<file path="config.mk">
export PLATFORM = sky130hd
export DESIGN_NAME = dut_sweep_ctrl
export DESIGN_NICKNAME = d
export VERILOG_FILES = /design/src/rtl/dut_sweep_ctrl_pkg.sv /design/src/rtl/dut_sweep_ctrl_misr.sv /design/src/rtl/dut_sweep_ctrl.sv
export SDC_FILE = /design/constraint.sdc
export NUM_CORES = 1
export LEC_CHECK = 0
export CAP_MARGIN = 0
export CORE_ASPECT_RATIO = 1.2
export CORE_MARGIN = 2
export CORE_UTILIZATION = 51
export DETAILED_ROUTE_END_ITERATION = 7
export GPL_TIMING_DRIVEN = 0
export PLACE_DENSITY = 0.93
export SYNTH_ARGS = -nofsm -noshare
export SYNTH_HDL_FRONTEND = slang
export SYNTH_SLANG_ARGS = --single-unit
</file>
<file path="constraint.sdc">
create_clock -name clk -period 4.28 [get_ports clk]
set_input_delay 0.642 -clock clk [delete_from_list [all_inputs] [get_ports clk]]
set_output_delay 0.642 -clock clk [all_outputs]
set_load 0.1 [all_outputs]
</file>
<file path="src/rtl/dut_sweep_ctrl_pkg.sv">
// Shared definitions for the dut sweep controller, its MISR and the bench.
package dut_sweep_ctrl_pkg;

  localparam int          IN_W_DEF      = 20;
  localparam int          OUT_W_DEF     = 40;
  localparam logic [39:0] MISR_POLY_DEF = 40'h80_0000_0053;

  typedef enum logic [2:0] {
    IDLE,
    DRIVE,
    SAMPLE,
    EMIT,
    FINISH
  } state_t;

endpackage

</file>
<file path="src/rtl/dut_sweep_ctrl_misr.sv">
// Multiple-input signature register: shift left, fold the MSB back through
// the feedback taps, and XOR in the new response word.
module sweep_misr
  import dut_sweep_ctrl_pkg::*;
#(
  parameter int               OUT_W     = OUT_W_DEF,
  parameter logic [OUT_W-1:0] MISR_POLY = OUT_W'(MISR_POLY_DEF)
) (
  input  logic             clk,
  input  logic             rst,
  input  logic             clr,
  input  logic             en,
  input  logic [OUT_W-1:0] data,
  output logic [OUT_W-1:0] sig
);

  // Signature register: cleared by reset or a new sweep, advanced once per sample.
  always_ff @(posedge clk) begin
    // NOTE: reset sits inside the clocked block and uses <= like every other
    // state update, so it is synchronous and free of ordering races.
    if (rst || clr) begin
      sig <= '0;
    end else if (en) begin
      sig <= {sig[OUT_W-2:0], 1'b0}
           ^ (sig[OUT_W-1] ? MISR_POLY : '0)
           ^ data;
    end
  end

endmodule

</file>
<file path="src/rtl/dut_sweep_ctrl.sv">
// Sweeps an inclusive range of vectors through the combinational dut,
// streams each (vector, response) pair out and compacts responses into a MISR.
module dut_sweep_ctrl
  import dut_sweep_ctrl_pkg::*;
#(
  parameter int               IN_W      = IN_W_DEF,
  parameter int               OUT_W     = OUT_W_DEF,
  parameter logic [OUT_W-1:0] MISR_POLY = OUT_W'(MISR_POLY_DEF)
) (
  input  logic              clk,
  input  logic              rst,
  input  logic              start,
  input  logic [IN_W-1:0]   range_lo,
  input  logic [IN_W-1:0]   range_hi,
  output logic [IN_W-1:0]   dut_in,
  input  logic [OUT_W-1:0]  dut_out,
  output logic              res_valid,
  input  logic              res_ready,
  output logic [IN_W-1:0]   res_vec,
  output logic [OUT_W-1:0]  res_data,
  output logic              busy,
  output logic              done,
  output logic              range_err,
  output logic [OUT_W-1:0]  signature,
  output logic [IN_W:0]     vec_count
);

  state_t          state_q, state_d;
  logic [IN_W-1:0] hi_q;
  logic            accept;     // good start taken in IDLE
  logic            reject;     // start with range_lo > range_hi
  logic            handshake;  // result consumed this cycle
  logic            sample;

  // State register.
  always_ff @(posedge clk) begin
    if (rst) state_q <= IDLE;
    else     state_q <= state_d;
  end

  // Next-state and control strobes.
  always_comb begin
    // NOTE: every output of this block gets a default first, so no path can
    // leave a value unassigned and infer a latch.
    state_d   = state_q;
    accept    = 1'b0;
    reject    = 1'b0;
    handshake = 1'b0;
    unique case (state_q)
      IDLE: begin
        if (start) begin
          if (range_lo <= range_hi) begin
            accept  = 1'b1;
            state_d = DRIVE;
          end else begin
            reject  = 1'b1;
            state_d = FINISH;
          end
        end
      end
      DRIVE:  state_d = SAMPLE;
      SAMPLE: state_d = EMIT;
      EMIT: begin
        if (res_ready) begin
          handshake = 1'b1;
          state_d   = (res_vec == hi_q) ? FINISH : DRIVE;
        end
      end
      FINISH:  state_d = IDLE;
      default: state_d = IDLE;
    endcase
  end

  assign sample    = (state_q == SAMPLE);
  assign res_valid = (state_q == EMIT);
  assign busy      = (state_q == DRIVE) || (state_q == SAMPLE) || (state_q == EMIT);
  assign done      = (state_q == FINISH);

  // Datapath: range latch, vector counter, result capture.
  always_ff @(posedge clk) begin
    if (rst) begin
      hi_q      <= '0;
      dut_in    <= '0;
      res_vec   <= '0;
      res_data  <= '0;
      range_err <= 1'b0;
      vec_count <= '0;
    end else begin
      if (accept) begin
        hi_q      <= range_hi;
        dut_in    <= range_lo;
        vec_count <= '0;
        range_err <= 1'b0;
      end
      if (reject) begin
        range_err <= 1'b1;
        vec_count <= '0;
      end
      if (sample) begin
        res_data  <= dut_out;
        res_vec   <= dut_in;
        vec_count <= vec_count + (IN_W+1)'(1);
      end
      // Stop on equality with hi so the vector never wraps past the top.
      if (handshake && (res_vec != hi_q)) begin
        dut_in <= dut_in + IN_W'(1);
      end
    end
  end

  sweep_misr #(
    .OUT_W     (OUT_W),
    .MISR_POLY (MISR_POLY)
  ) u_misr (
    .clk  (clk),
    .rst  (rst),
    .clr  (accept || reject),
    .en   (sample),
    .data (dut_out),
    .sig  (signature)
  );

endmodule

</file>
==> reports/metrics.yaml <==
finish:
  layout-drive-gt1-share_pct: 4.61
  diodes: 0
  fin_util_pct: 73.6
  stdcell_count: 1346
  nNetsFinal: 1264
  syn_to_final_growth_pct: 40.7
  fillers: 1015
pwr:
  p_comb_share_pct: 33.1
  p_switching_mw: 1.94
  ir_drop_v: 0.000317
  p_per_area_nw_per_um2: 460
  internal_power_mw: 2.94
  p_leak_nw: 3.79
  swShare_pct: 39.8
  p_clk_share_pct: 30.8
  seqPwrFrac_pct: 36.1
yosys:
  synthTopCellsByArea: "dfxtp_1, nand2_1, a21oi_1"
  synth_area_um2: 7540
  synth_top_area_share_pct: 43.8
  ys_ff_latch: 165
  synth_common_cells: "dfxtp_1, nand2_1, nor2_1, a21oi_1, xnor2_1"
  ys_types: 55
  syn_area_per_cell_um2: 8.27
  syn_inst: 912
  synth_warnings: 0
  synth-edff-count: 0
  synth_most_common_cell: "dfxtp_1"
  yosysTopAreaCell: "dfxtp_1"
  async_flop_share_pct: 0
  ys_seq_area_share_pct: 43.8
  synth_ff_type: "dfxtp_1"
  syn_nets: 1018
clock_network:
  postCtsSetupBuffers: 0
  cts.repair.resized: 0
  cts_tree: "done"
  cts_buffer_depth: 2
  clkTransAtPathRegs_ps: 60
  clock_tree.root_cell: "clkbuf_16"
  htree_num_levels: 4
  numCtsBuffers: 17
  insertion_delay_ps: 430
  cts.sinks: 165
  postCtsHoldBufs: 0
sta:
  max_freq_mhz: 290
  relSlewSlack_pct: 27.7
  rsz0062_at_grt: "false"
  fin_setup_tns_ps: 0
  tightest_slew_ps: 1080
  finalClockSkew_ps: 12.9
  hold_slack_ps: 453
  layout_setup_ws_ps: 831
  drv_slew: 0
  setup_violations: 0
  finalCriticalPeriod_ps: 3450
  finalHoldViolCount: 0
  finalCritPeriodShare_pct: 80.6
worst_hold_path:
  min_path_type: "flop to flop"
grt:
  grt_start_max_net_pins: 17
  grt_pass1_vias: 7620
  grt_pass1_wl_mm: 39.1
  antenna_found_initial: 0
  grt.overflow.total: 0
  grt_usage_pct: 31.7
critical_path:
  crit_type: "input pin to flop"
  cp_slowest_cell: "nor4_1"
  cp_cell_sequence: "clkdlybuf4s50_1, inv_1, ha_1, nand2_1, nor2_1, nand3_1, nor4_1, o21a_1, buf_6, buf_2, mux2i_1, nor2_1"
  crit_path_end: "hi_q[17]$_SDFFE_PP0P_"
  crit_arrival_ps: 3750
  startpoint: "range_hi[11]"
  critPathRequiredTime_ps: 4580
  r2r.worst_path.cells: 9
  worst_setup_path_end_kind: "flop"
  slowest_delay_ps: 830
  cp_max_fo: 10
  rrSetupSlack_ps: 1530
  start_kind: "input pin"
  reg2reg_from: "res_vec[17]$_SDFFE_PP0P_"
  reg2reg_to: "dut_in[13]$_SDFFE_PP0P_"
  cp_common_cell: "nor2_1"
route:
  ant_nets: 0
  drc_errors: 0
  drtIter0Drc: 476
  wirelength_mm: 24.8
  routed_via_density: 5.78
  wl_per_cell_um: 18.5
  firstDrtPassIters: 5
  vias: 7778
floorplanning:
  coreArea_um2: 14400
  row_count: 48
  dieArea_um2: 15800
  initial_core_util_pct: 52.3
  die_y_um: 137
  die_x_um: 115
  io_pins: 229
placed_design:
  dp_hpwl_mm: 18.7
  pre_cts_slack_ps: 548
  port_buffers: 227
  place_inst: 1314
  place_congestion: 0.942
run:
  drv_cap: 0
status:
  status: "finished clean"
-- cells in the final DEF (no fill, tap or decap), types with 3 or more instances in the layout --
cell / n
clkdlybuf4s50_1: 227
dfxtp_1: 165
nand2_1: 159
nor2_1: 101
a21oi_1: 88
xnor2_1: 50
clkbuf_1: 48
a211oi_1: 39
nand3_1: 30
inv_1: 24
mux2i_1: 23
ha_1: 22
o21ai_0: 19
clkbuf_16: 17
a31oi_1: 16
and3_1: 14
xor2_1: 14
and2_1: 9
nand4_1: 8
or3_1: 7
o21a_1: 6
buf_2: 5
o211ai_1: 5
or2_2: 5
a311oi_1: 5
nor4_1: 5
nor3_1: 4
clkinvlp_4: 4
nor3b_1: 3
nor2b_1: 3
a2111oi_0: 3
inv_6: 3
-- worst min-delay path by stage --
stage                              start                        end  depth (start not counted)
3_3_place_gp   res_data[18]$_SDFFE_PP0P_  res_data[18]$_SDFFE_PP0P_                          2
2_1_floorplan       hi_q[0]$_SDFFE_PP0P_       hi_q[0]$_SDFFE_PP0P_                          2
6_report       res_data[26]$_SDFFE_PP0P_  res_data[26]$_SDFFE_PP0P_                          2
4_1_cts        res_data[39]$_SDFFE_PP0P_  res_data[39]$_SDFFE_PP0P_                          2
3_5_place_dp   res_data[18]$_SDFFE_PP0P_  res_data[18]$_SDFFE_PP0P_                          2
5_1_grt        res_data[26]$_SDFFE_PP0P_  res_data[26]$_SDFFE_PP0P_                          2
-- cell families after synthesis --
logic type      synth area share (%)
fa+ha+maj                       3.65
flops                           43.8
buf+inv                         4.43
simple gates                    20.6
compound gates                  16.7
xor+xnor                        7.43
mux                             3.35
-- final cells by class --
type	instances	area (µm²)	share of cell area (%)
Multi-Input combinational cell	665	3900	36.8
Sequential cell	165	3300	31.1
Timing Repair Buffer	227	2270	21.4
Clock buffer	20	457	4.31
Buffer	57	240	2.26
Tap cell	175	219	2.06
Clock inverter	12	120	1.13
Inverter	25	93.8	0.885
-- power groups by stage --
stage / Clock (mW) / Combinational (mW) / Sequential (mW)
2_1_floorplan: 0 / 0.510 / 2.42
3_3_place_gp: 0 / 1.58 / 1.79
3_5_place_dp: 0 / 1.60 / 1.79
4_1_cts: 1.51 / 1.61 / 1.76
5_1_grt: 1.57 / 1.70 / 1.77
6_report: 1.50 / 1.62 / 1.76
-- per-stage QoR --
step	total power, mW	instance area, µm²
3_5_place_dp	3.39	10000
3_3_place_gp	3.36	10000
4_1_cts	4.88	10600
5_1_grt	5.05	10600
2_1_floorplan	2.93	7540
6_report	4.88	10600
-- worst max-delay path: cells and delay by family --
| kind | cells | cell delay [ps] |
|---|---|---|
| mux | 1 | 230 |
| fa+ha+maj | 1 | 320 |
| compound gates | 1 | 270 |
| simple gates | 5 | 1150 |
| buf+inv | 4 | 1130 |
-- flip-flops by register name, indices dropped and copies added, names as in the netlist --
signal	cells
dut_in	20
hi_q	20
range_err	1
res_data	40
res_vec	20
state_q	3
u_misr.sig	40
vec_count	21
-- metal layers --
layer  vias up  global-route usage (%)  share of wire (%)
met1      3611                    35.6                 37
met2       434                    53.9                 49
met4         0                    15.4                4.5
li1       3642                       -                  -
met3        91                    10.5                 10
met5         -                       0                  0
No activity file was read; power rests on OpenSTA's default activity.
